## src/rtl/cpu_clock_ctrl_if.sv

```systemverilog
// Request/status bundle between the front panel, the clock divider, the CPU and cpu_clock_ctrl.
interface cpu_clock_ctrl_if #(
    parameter int unsigned CNT_W = 32
);
    logic             clock_div;
    logic             run_req;
    logic             halt_req;
    logic             step_req;
    logic             cpu_halt;
    logic             cpu_en;
    logic [1:0]       mode;
    logic [CNT_W-1:0] cycle_count;
    logic             halted_by_cpu;

    modport master (
        output clock_div, run_req, halt_req, step_req, cpu_halt,
        input  cpu_en, mode, cycle_count, halted_by_cpu
    );

    modport slave (
        input  clock_div, run_req, halt_req, step_req, cpu_halt,
        output cpu_en, mode, cycle_count, halted_by_cpu
    );
endinterface

```

## src/rtl/cpu_clock_ctrl.sv

```systemverilog
// Turns divided-clock rising edges into gated single-cycle CPU enables (run/halt/step) and counts them.
// Optional request debounce filter enabled with `define BTN_DEBOUNCE_EN.
module cpu_clock_ctrl #(
    parameter int unsigned CNT_W = 32
`ifdef BTN_DEBOUNCE_EN
    , parameter int unsigned DEBOUNCE_CYCLES = 16
`endif
) (
    input  logic            clk,
    input  logic            reset,
    cpu_clock_ctrl_if.slave bus
);

    typedef enum logic [1:0] {
        HALTED    = 2'd0,
        RUNNING   = 2'd1,
        STEP_WAIT = 2'd2
    } mode_e;

    mode_e            state;
    logic             cpu_en;
    logic [CNT_W-1:0] cycle_count;
    logic             halted_by_cpu;

    // Request vectors are ordered {step, halt, run}.
    logic [2:0] req_raw;
    logic [2:0] req_lvl;
    logic [2:0] req_q;
    logic [2:0] req_e;
    logic       clock_div_q;
    logic       tick;
    logic       run_e;
    logic       halt_e;
    logic       step_e;
    logic       issue;

    assign req_raw = {bus.step_req, bus.halt_req, bus.run_req};

`ifdef BTN_DEBOUNCE_EN
    localparam int unsigned DB_W = (DEBOUNCE_CYCLES > 1) ? $clog2(DEBOUNCE_CYCLES) : 1;

    logic [DB_W-1:0] db_cnt [3];

    // Filtered level follows the raw input only after DEBOUNCE_CYCLES consecutive differing samples.
    always_ff @(posedge clk) begin
        if (reset) begin
            req_lvl <= '1;
            for (int i = 0; i < 3; i++) db_cnt[i] <= '0;
        end else begin
            for (int i = 0; i < 3; i++) begin
                if (req_raw[i] == req_lvl[i]) begin
                    db_cnt[i] <= '0;
                end else if (db_cnt[i] == DB_W'(DEBOUNCE_CYCLES - 1)) begin
                    req_lvl[i] <= req_raw[i];
                    db_cnt[i]  <= '0;
                end else begin
                    db_cnt[i] <= db_cnt[i] + DB_W'(1);
                end
            end
        end
    end
`else
    assign req_lvl = req_raw;
`endif

    assign tick   = bus.clock_div & ~clock_div_q;
    assign req_e  = req_lvl & ~req_q;
    assign run_e  = req_e[0];
    assign halt_e = req_e[1];
    assign step_e = req_e[2];

    // A tick becomes a pulse only when no halt source wins in the same cycle.
    assign issue = tick & ~halt_e &
                   (((state == RUNNING) & ~bus.cpu_halt) | (state == STEP_WAIT));

    always_ff @(posedge clk) begin
        if (reset) begin
            state         <= HALTED;
            clock_div_q   <= 1'b1;
            req_q         <= '1;
            cpu_en        <= 1'b0;
            cycle_count   <= '0;
            halted_by_cpu <= 1'b0;
        end else begin
            clock_div_q <= bus.clock_div;
            req_q       <= req_lvl;
            cpu_en      <= issue;
            if (issue && (cycle_count != '1)) begin
                cycle_count <= cycle_count + CNT_W'(1);
            end

            unique case (state)
                HALTED: begin
                    if (!halt_e) begin
                        if (run_e) begin
                            state         <= RUNNING;
                            halted_by_cpu <= 1'b0;
                        end else if (step_e) begin
                            state         <= STEP_WAIT;
                            halted_by_cpu <= 1'b0;
                        end
                    end
                end
                RUNNING: begin
                    if (bus.cpu_halt) begin
                        state         <= HALTED;
                        halted_by_cpu <= 1'b1;
                    end else if (halt_e) begin
                        state         <= HALTED;
                        halted_by_cpu <= 1'b0;
                    end
                end
                STEP_WAIT: begin
                    if (halt_e || tick) begin
                        state         <= HALTED;
                        halted_by_cpu <= 1'b0;
                    end
                end
                default: state <= HALTED;
            endcase
        end
    end

    assign bus.cpu_en        = cpu_en;
    assign bus.mode          = 2'(state);
    assign bus.cycle_count   = cycle_count;
    assign bus.halted_by_cpu = halted_by_cpu;

endmodule

```

## src/flat_wrapper.sv

```systemverilog
// flat-port wrapper written by rule: the top's interface ports become plain ports
module cpu_clock_ctrl_flat 
#(
    parameter int unsigned CNT_W = 32

)
  (clk, reset, bus_clock_div, bus_run_req, bus_halt_req, bus_step_req, bus_cpu_halt, bus_cpu_en, bus_mode, bus_cycle_count, bus_halted_by_cpu);
  cpu_clock_ctrl_if #(.CNT_W(CNT_W)) bus_i ();
  input  logic clk;
  input  logic reset;
  input wire logic [$bits(bus_i.clock_div)-1:0] bus_clock_div;
  input wire logic [$bits(bus_i.run_req)-1:0] bus_run_req;
  input wire logic [$bits(bus_i.halt_req)-1:0] bus_halt_req;
  input wire logic [$bits(bus_i.step_req)-1:0] bus_step_req;
  input wire logic [$bits(bus_i.cpu_halt)-1:0] bus_cpu_halt;
  output wire logic [$bits(bus_i.cpu_en)-1:0] bus_cpu_en;
  output wire logic [$bits(bus_i.mode)-1:0] bus_mode;
  output wire logic [$bits(bus_i.cycle_count)-1:0] bus_cycle_count;
  output wire logic [$bits(bus_i.halted_by_cpu)-1:0] bus_halted_by_cpu;
  assign bus_i.clock_div = bus_clock_div;
  assign bus_i.run_req = bus_run_req;
  assign bus_i.halt_req = bus_halt_req;
  assign bus_i.step_req = bus_step_req;
  assign bus_i.cpu_halt = bus_cpu_halt;
  assign bus_cpu_en = bus_i.cpu_en;
  assign bus_mode = bus_i.mode;
  assign bus_cycle_count = bus_i.cycle_count;
  assign bus_halted_by_cpu = bus_i.halted_by_cpu;
  cpu_clock_ctrl #(.CNT_W(CNT_W)) u_core (.clk(clk), .reset(reset), .bus(bus_i));
endmodule
```

## config.mk

```make
export PLATFORM = sky130hd
export DESIGN_NAME = cpu_clock_ctrl_flat
export DESIGN_NICKNAME = d
export VERILOG_FILES = /design/src/rtl/cpu_clock_ctrl_if.sv /design/src/rtl/cpu_clock_ctrl.sv /design/src/flat_wrapper.sv
export SDC_FILE = /design/constraint.sdc
export NUM_CORES = 1
export LEC_CHECK = 0
export CELL_PAD_IN_SITES_DETAIL_PLACEMENT = 1
export CELL_PAD_IN_SITES_GLOBAL_PLACEMENT = 2
export CORE_ASPECT_RATIO = 1.5
export CORE_MARGIN = 5
export CORE_UTILIZATION = 30
export DETAILED_ROUTE_END_ITERATION = 10
export PLACE_DENSITY_LB_ADDON = 0.1
export SLEW_MARGIN = 10
export SYNTH_ARGS = -nofsm -noshare
export SYNTH_HDL_FRONTEND = slang
export SYNTH_SLANG_ARGS = --single-unit
```

## constraint.sdc

```tcl
create_clock -name clk -period 2.8 [get_ports clk]
set_input_delay 0.56 -clock clk [delete_from_list [all_inputs] [get_ports clk]]
set_output_delay 0.56 -clock clk [all_outputs]
set_load 0.05 [all_outputs]
```

# After elaboration in Yosys (flattened, before gate mapping)
# Index checks and enable logic that the tools add are counted.
# totals
regBits	40
inputBits	7
out_inout_bits	36
# classes
add_sub_neg	1
eq_ne	7
muxes	14
bitwise	10
n_reduce_logical	6
# ops
cell	n
32-bit by 1-bit adder with 32-bit output (second input constant)	1
32-bit inequality test (second input constant)	1
2-bit two-way mux	6
1-bit two-way mux	6
2-bit case mux with 3 select lines	1
5-bit AND reduction	1
1-bit bitwise AND	4
2-bit inequality test (second input constant)	2
4-bit AND reduction	1
3-bit bitwise AND	1
3-bit by 1-bit inequality test with 1-bit output (second input constant)	1
3-bit by 2-bit inequality test with 1-bit output (second input constant)	1
1-bit inverter	3
3-bit inverter	1
1-bit case mux with 3 select lines	1
3-bit nonzero test	1
2-bit by 1-bit equality test with 1-bit output (second input constant)	1
2-bit equality test (second input constant)	1
2-bit zero test	1
1-bit logical AND	1
1-bit logical OR	1
1-bit OR	1

# Depth between registers and ports, before layout
# Gate-level depths: netlist (run 1).
# logic_depth
depth_word	6
depth_mapped	8

# Worst setup path before layout (run 1)
# OpenSTA, ideal clock, no wires.
# synth_timing
path_type	flip-flop to flip-flop
from	register u_core.cycle_count[0], in the netlist u_core.bus.cycle_count[0]
to	register u_core.cycle_count[28], in the netlist u_core.bus.cycle_count[28]
setup_time_ns	0.121
t_arrival_ns	2.242
required_ns	2.679
slack_ns	0.437
path_stages_with_launch	9
path_buffers	2
period_less_slack_ns	2.363
cell_sequence	dfxtp_1 ha_1 and4_1 nand4_1 nor4bb_1 clkbuf_2 buf_4 nor3_1 mux2_2
# synth_between
elab_chain_cells	2
# synth_rtl
element	line_no	source
start: declaration	cpu_clock_ctrl.sv:22	logic [CNT_W-1:0] cycle_count;
start signal: assignment	cpu_clock_ctrl.sv:89	cycle_count <= cycle_count + CNT_W'(1);
parallel branches: the longest is 2 deep, another holds 32-bit by 1-bit adder with 32-bit output	--	
# Parallel ways; which one is timed is not known.
# A chain may end at the register's enable or synchronous reset.

# Worst setup path after layout (run 1)
# layout_timing
from	register u_core.cycle_count[0], in the netlist u_core.bus.cycle_count[0]
to	register u_core.cycle_count[7], in the netlist u_core.bus.cycle_count[7]
# The elaborated chain is that of the path after synthesis.

==> results of run 1 <==
## layout make-up
type / instances / area [µm²]
Inverter: 5 / 18.8
Fill cell: 867 / 4350
Multi-Input combinational cell: 195 / 1280
Timing Repair Buffer: 51 / 488
Tap cell: 80 / 100
Sequential cell: 40 / 801
Clock buffer: 8 / 90.1
## power by group through the flow
| stage | sequential [mW] | clock, mW | combinational, mW |
|---|---|---|---|
| 2_1_floorplan | 0.618 | 0 | 0.0464 |
| 5_1_grt | 0.590 | 0.462 | 0.104 |
| 4_1_cts | 0.588 | 0.425 | 0.0973 |
| 3_5_place_dp | 0.601 | 0 | 0.0967 |
| 3_3_place_gp | 0.601 | 0 | 0.0961 |
| 6_report | 0.588 | 0.406 | 0.0950 |
## per-layer routing
metal / vias to the layer above / part of all wire [%] / routed length (µm) / global-route usage (%)
met3: 10 / 2.4 / 161 / 2.84
li1: 1034 / - / - / -
met5: - / 0 / 0 / 0
met2: 32 / 54 / 3560 / 29.9
met1: 1020 / 42 / 2780 / 17.4
met4: 0 / 2.1 / 142 / 5.62
## sequential cells by signal, indices dropped and copies added (netlist names)
name	flops
u_core.clock_div_q	1
u_core.bus.mode	2
u_core.req_q	3
u_core.bus.cycle_count	32
u_core.bus.cpu_en	1
u_core.bus.halted_by_cpu	1
## critical path: stages (launching register included)
cell	delay (ns)
sky130_fd_sc_hd__dfxtp_1	0.43
sky130_fd_sc_hd__ha_1	0.25
sky130_fd_sc_hd__and4_1	0.32
sky130_fd_sc_hd__nand3_1	0.15
sky130_fd_sc_hd__o41ai_4	0.69
sky130_fd_sc_hd__nor4_1	0.11
sky130_fd_sc_hd__mux2_2	0.29
## cell usage in the layout (no fill, tap or decap), drive strengths merged, types with 6 or more instances in the layout
cell           count
clkdlybuf4s50     42
nor3               6
o31ai             12
nor2b             11
or3                9
buf                9
or4               12
clkbuf             8
and4               6
nand3             14
nor2              18
nand2             13
mux2               8
nand4             11
o21ai              7
dfxtp             40
a21oi             21
## stage by stage
step | cells | area, µm²
global route | 379 | 2780
global placement | 371 | 2690
detailed placement | 371 | 2690
CTS | 379 | 2780
floorplan | 252 | 2160
finish | 379 | 2780
## kinds of logic after synthesis
family / Yosys count
compound gates: 50
buf+inv: 17
mux: 11
fa+ha+maj: 1
flops: 40
xor+xnor: 3
simple gates: 130
## worst paths after layout
kind,from,to,slack [ns]
setup / recovery,u_core.bus.cycle_count[0]$_SDFFE_PP0P_,u_core.bus.cycle_count[7]$_SDFFE_PP0P_,0.47
hold / removal,u_core.bus.halted_by_cpu$_SDFFE_PP0P_,u_core.bus.halted_by_cpu$_SDFFE_PP0P_,0.48
setup reg to reg,u_core.bus.cycle_count[0]$_SDFFE_PP0P_,u_core.bus.cycle_count[7]$_SDFFE_PP0P_,0.47
hold reg to reg,u_core.bus.halted_by_cpu$_SDFFE_PP0P_,u_core.bus.halted_by_cpu$_SDFFE_PP0P_,0.48
==> metrics.json, run 1 <==
{
  "synthDominantAreaCellType": "sky130_fd_sc_hd__dfxtp_1",
  "drv.max_cap_violation_count": 0,
  "synth_xor_xnor_area_share_pct": 1.21,
  "placeableCoreArea_mm2": 0.00713,
  "synthesis.area_per_instance_um2": 8.58,
  "routabilityCongestion": 0.758,
  "postSynth.asyncResetShare_pct": 0,
  "number_of_flops_mapped_to_enable_cells_by_yosys": 0,
  "boundaryPins": 43,
  "fmax_mhz": 429,
  "critical_path_peak_fanout": 10,
  "ctsLongestPathBuffers": 2,
  "syn_inst": 252,
  "pwr_dens_mw_per_mm2": 391,
  "wire_length_of_the_first_global_routing_pass_mm": 11.3,
  "syn-cell-area_mm2": 0.00216,
  "drtIter0Drc": 63,
  "cts_tree": "yes",
  "synth_top_area_share_pct": 37.0,
  "hpwlAfterDp_mm": 4.93,
  "critPathArrivalTime_ns": 2.52,
  "internal_power_uw": 819,
  "grt_util_all_layers_pct": 15.9,
  "fin_worst_skew_ns": 0.00754,
  "rr_worst_depth": 6,
  "path_clk_slew_ns": 0.08,
  "net-switching-power_uw": 270,
  "fin_worst_hold_slack_ns": 0.485,
  "finalHoldViolations": 0,
  "finalSetupViolCount": 0,
  "wl_mm": 6.65,
  "cts.htree.levels": 2,
  "diodes": 0,
  "final.setup.worst_slack_ns": 0.471,
  "drive_above_1_share_pct": 12.4,
  "worst_setup_path_end_kind": "flop",
  "total_power_mw": 1.09,
  "via_count": 2096,
  "power_frac_comb_pct": 8.7,
  "dieWidth_um": 79.3,
  "p_clk_share_pct": 37.3,
  "dp_worst_setup_slack_ns": 0.166,
  "timing.hold.worst_path_depth": 2,
  "dominantRegCellSynth": "sky130_fd_sc_hd__dfxtp_1",
  "required_time_of_the_critical_path_ns": 2.99,
  "setup_tns_final_ns": 0,
  "route.detailed.wl_per_inst_um": 17.5,
  "clkSinkCount": 40,
  "finalCriticalPeriod_ns": 2.33,
  "chipHeight_um": 114,
  "grt_start_max_net_pins": 41,
  "proportion_of_power_drawn_by_flip_flops_and_latches_pct": 54.0,
  "slew_headroom_pct": 58.1,
  "netlist-cell-type-count": 47,
  "synth_top_family_by_area": "simple AND/OR/NAND/NOR gates",
  "holdBufCountCts": 0,
  "via_count_of_the_first_global_routing_pass": 2190,
  "finalNetCount": 306,
  "switching_share_pct": 24.8,
  "most_area_consuming_cells_after_synthesis": "sky130_fd_sc_hd__dfxtp_1 37%, sky130_fd_sc_hd__a21oi_1 4.9%, sky130_fd_sc_hd__mux2_2 4.2%, sky130_fd_sc_hd__o31ai_1 4.2%, sky130_fd_sc_hd__or4_1 4.2%",
  "post_synthesis_compound_gate_area_fraction_pct": 15.4,
  "num_rows": 38,
  "cts_repair_resize_count": 0,
  "synth.cells.most_frequent": "40 x sky130_fd_sc_hd__dfxtp_1, 21 x sky130_fd_sc_hd__a21oi_1, 18 x sky130_fd_sc_hd__nor2_1",
  "fp.dieArea_mm2": 0.00904,
  "ys_seq_area_share_pct": 37.0,
  "drt.antenna.violating_nets": 0,
  "yosys_register_bits": 40,
  "worstSkewPairLatency_ns": 0.29,
  "place.port_buffers": 42,
  "areaGrowthSynthToFinish_pct": 28.6,
  "final_core_util_pct": 39.0,
  "drt_first_pass_iters": 4,
  "cts_inserted_buffers": 5,
  "total_of_warnings_raised_by_yosys": 0,
  "final_max_slew_viol_count": 0,
  "yosys.area_share.adder_pct": 0.578,
  "status": "finished, final reports clean",
  "number_of_antenna_violations_at_the_first_check_in_global_routing": 0,
  "synth_most_common_cell": "sky130_fd_sc_hd__dfxtp_1",
  "hp-class": "flop to flop",
  "start_kind": "flop",
  "start_util_pct": 30.3,
  "vdd.ir_drop.worst_uv": 163,
  "dr_drc_count": 0,
  "post_synth_and_or_nand_nor_area_fraction_pct": 36.3,
  "cts_root_buf": "sky130_fd_sc_hd__clkbuf_8",
  "muxShareOfSynthArea_pct": 5.55,
  "synth.net_count": 260,
  "vias_per_cell": 5.53,
  "grt_setup_unrepaired": "false",
  "timing.final.crit_share_pct": 83.2,
  "leakage_power_figure_nw": 0.870,
  "path_class": "flop to flop",
  "globalRoute.totalOverflow": 0,
  "setup_fix_bufs_post_cts": 0,
  "tightest_slew_ns": 0.626
}
Note: power is estimated with default switching activity, not from simulation.
==> run 2: changes to the inputs <==
==> constraint.sdc (replaced) <==
create_clock -name clk -period 2.3 [get_ports clk]
set_input_delay 0.46 -clock clk [delete_from_list [all_inputs] [get_ports clk]]
set_output_delay 0.46 -clock clk [all_outputs]
set_load 0.05 [all_outputs]
==> run 2 against run 1 <==
Combinational power increased by 38%. Count of clock-buffer cells in the layout unchanged. Clock skew is 0.0036 ns lower. Highest routed layer unchanged. Via count rose by 2.4%. Global-route usage up 0.13 points. Clock power up 22%.
==> metrics.json, run 2 (synthesized netlist as in run 1, its figures left out) <==
{
  "critical_path.top_delay_family": "buffers and inverters",
  "start_kind": "flop",
  "status": "finished, final reports clean",
  "timing.critical_path.buf_inv": {"value": 1, "change": "+1"},
  "critPathArrivalTime": {"value": 1.74, "unit": "ns", "change": "-0.78 ns"},
  "diodes": {"value": 0, "change": "unchanged"},
  "finalNetCount": {"value": 323, "change": "+5.6%"},
  "number_of_antenna_violations_at_the_first_check_in_global_routing": {"value": 0, "change": "unchanged"},
  "cp_slowest_stage_delay": {"value": 0.89, "unit": "ns", "change": "+0.20 ns"},
  "max_flop_register": "u_core.bus.cycle_count",
  "wire_length_of_the_first_global_routing_pass": {"value": 11.3, "unit": "mm", "change": "about the same"},
  "worstSkewPairLatency": {"value": 0.30, "unit": "ns", "change": "about the same"},
  "ctsLongestPathBuffers": {"value": 2, "change": "unchanged"},
  "cts_inserted_buffers": {"value": 5, "change": "unchanged"},
  "required_time_of_the_critical_path": {"value": 1.84, "unit": "ns", "change": "-1.15 ns"},
  "mostFrequentLayoutCells": "42 x sky130_fd_sc_hd__clkdlybuf4s50_1, 38 x sky130_fd_sc_hd__dfxtp_1, 24 x sky130_fd_sc_hd__buf_4",
  "final.setup.worst_slack": {"value": 0.0972, "unit": "ns", "change": "-0.373 ns"},
  "critical_path_cell_count": {"value": 1, "change": "-5"},
  "largest_register_ffs": {"value": 32, "change": "unchanged"},
  "worst_setup_path_end_kind": "output pin",
  "path_clk_slew": {"value": 0.08, "unit": "ns", "change": "about the same"},
  "rr_worst_depth": {"value": 8, "change": "+2"},
  "pwr_dens": {"value": 455, "unit": "mW/mm²", "change": "+16%"},
  "hpwlAfterDp": {"value": 5.01, "unit": "mm", "change": "+1.6%"},
  "fp.dieArea": {"value": 0.00904, "unit": "mm²", "change": "unchanged"},
  "finalSetupViolCount": {"value": 0, "change": "unchanged"},
  "grt_util_all_layers": {"value": 16.0, "unit": "%", "change": "+0.13 points"},
  "via_count_of_the_first_global_routing_pass": {"value": 2273, "change": "+3.8%"},
  "finalHoldViolations": {"value": 0, "change": "unchanged"},
  "drt_first_pass_iters": {"value": 4, "change": "unchanged"},
  "dr_drc_count": {"value": 0, "change": "unchanged"},
  "setup_fix_bufs_post_cts": {"value": 0, "change": "unchanged"},
  "cts.htree.levels": {"value": 2, "change": "unchanged"},
  "dp_worst_setup_slack": {"value": -0.176, "unit": "ns", "change": "-0.341 ns"},
  "tightest_slew": {"value": 0.502, "unit": "ns", "change": "-0.124 ns"},
  "boundaryPins": {"value": 43, "change": "unchanged"},
  "wl": {"value": 6.65, "unit": "mm", "change": "about the same"},
  "grt_start_max_net_pins": {"value": 49, "change": "+20%"},
  "fmax_mhz": 454,
  "route.detailed.wl_per_inst": {"value": 16.8, "unit": "µm", "change": "-4.2%"},
  "dieWidth": {"value": 79.3, "unit": "µm", "change": "unchanged"},
  "timing.final.crit_share_pct": 95.8,
  "clkSinkCount": {"value": 40, "change": "unchanged"},
  "place.port_buffers": {"value": 42, "change": "unchanged"},
  "chipHeight": {"value": 114, "unit": "µm", "change": "unchanged"},
  "areaGrowthSynthToFinish_pct": 36.0,
  "slew_headroom": {"value": 66.4, "unit": "%", "change": "+8.3 points"},
  "vdd.ir_drop.worst": {"value": 199, "unit": "µV", "change": "+22%"},
  "cts_root_buf": "sky130_fd_sc_hd__clkbuf_8",
  "timing.critical_path.slowest_stage_cell": "sky130_fd_sc_hd__clkdlybuf4s50_1",
  "routabilityCongestion": {"value": 0.736, "change": "-3.0%"},
  "timing.hold.worst_path_depth": {"value": 2, "change": "unchanged"},
  "vias_per_cell": {"value": 5.42, "change": "-2.0%"},
  "final_max_slew_viol_count": {"value": 0, "change": "unchanged"},
  "via_count": {"value": 2146, "change": "+2.4%"},
  "hp-class": "flop to flop",
  "placeableCoreArea": {"value": 0.00713, "unit": "mm²", "change": "unchanged"},
  "multiInputGateArea": {"value": 0.00129, "unit": "mm²", "change": "+0.39%"},
  "drive_above_1_share": {"value": 18.0, "unit": "%", "change": "+5.7 points"},
  "globalRoute.totalOverflow": {"value": 0, "change": "unchanged"},
  "path_class": "flop to output pin",
  "fin_worst_skew": {"value": 0.00392, "unit": "ns", "change": "-0.00362 ns"},
  "leakage_power_figure": {"value": 0.960, "unit": "nW", "change": "+10%"},
  "sequential_cell_area": {"value": 803, "unit": "µm²", "change": "+0.31%"},
  "grt_setup_unrepaired": "false",
  "drt.antenna.violating_nets": {"value": 0, "change": "unchanged"},
  "drtIter0Drc": {"value": 72, "change": "+14%"},
  "total_power": {"value": 1.34, "unit": "mW", "change": "+23%"},
  "cts_tree": "yes",
  "critical_path_peak_fanout": {"value": 10, "change": "unchanged"},
  "n_fill_cell": {"value": 859, "change": "-0.92%"},
  "finalCriticalPeriod_ns": 2.20,
  "drv.max_cap_violation_count": {"value": 0, "change": "unchanged"},
  "critical_path.cell_chain": "clkdlybuf4s50_1",
  "layout_commonest_cell": "sky130_fd_sc_hd__clkdlybuf4s50_1",
  "start_util": {"value": 30.3, "unit": "%", "change": "unchanged"},
  "num_rows": {"value": 38, "change": "unchanged"}
}
==> run 2: cell count changes in the layout (fill, tap and decap cells not counted) <==
cell and delta:
sky130_fd_sc_hd__dfxtp_1 -2, sky130_fd_sc_hd__nor3b_1 -1, sky130_fd_sc_hd__buf_4 +15, sky130_fd_sc_hd__buf_12 +2, sky130_fd_sc_hd__dfxtp_2 +2, sky130_fd_sc_hd__nor3b_2 +1
==> run 2: final timing paths <==
path,from,to,slack [ns]
max,u_core.bus.cycle_count[9]$_SDFFE_PP0P_,bus_cycle_count[9],0.1
min,u_core.bus.halted_by_cpu$_SDFFE_PP0P_,u_core.bus.halted_by_cpu$_SDFFE_PP0P_,0.49
max reg2reg,u_core.bus.cycle_count[1]$_SDFFE_PP0P_,u_core.bus.cycle_count[1]$_SDFFE_PP0P_,0.20
min reg2reg,u_core.bus.halted_by_cpu$_SDFFE_PP0P_,u_core.bus.halted_by_cpu$_SDFFE_PP0P_,0.49
==> run 2: layer usage <==
layer  vias up  wire, µm  track usage [%]
met5         -         0                0
met4         0       153             6.42
met3         9       150             2.84
met2        33      3630             29.9
met1      1036      2720             17.5
li1       1068         -                -
==> run 2: timing repair <==
item                       in CTS  in global routing
hold buffers                    0                  0
setup endpoints to repair       0                  1
resized for setup               0                  1
==> run 2: stage by stage <==
step	hold WS (ns)	utilization [%]	instances	cell area (µm²)	TNS [ns]
6_report	0.492	41.2	396	2940	0
5_1_grt	0.535	41.2	396	2940	0
4_1_cts	0.500	41.2	396	2940	0
3_5_place_dp	0.489	39.9	388	2850	-1.94
3_3_place_gp	0.472	39.9	388	2850	-1.61
2_1_floorplan	0.567	-	252	2170	0
==> run 2: final cells by class <==
type | instances | area share [%]
Multi-Input combinational cell | 195 | 43.8
Sequential cell | 40 | 27.3
Timing Repair Buffer | 68 | 21.8
Tap cell | 80 | 3.40
Clock buffer | 8 | 3.06
Inverter | 5 | 0.638
==> run 2: power by group <==
part	internal (mW)	switching (mW)	leakage, nW	total, mW
combinational	0.0622	0.0688	0.590	0.131
sequential	0.702	0.0129	0.325	0.715
clock	0.245	0.249	0.0455	0.494
==> run 3: changes to the inputs <==
--- a/config.mk
+++ b/config.mk
@@ -11,6 +11,7 @@
 export CORE_MARGIN = 5
 export CORE_UTILIZATION = 30
 export DETAILED_ROUTE_END_ITERATION = 10
+export GPL_ROUTABILITY_DRIVEN = 1
 export PLACE_DENSITY_LB_ADDON = 0.1
 export SLEW_MARGIN = 10
 export SYNTH_ARGS = -nofsm -noshare
==> results of run 3 <==
Same layout as run 2: the final DEF is identical, and so are final timing and power.
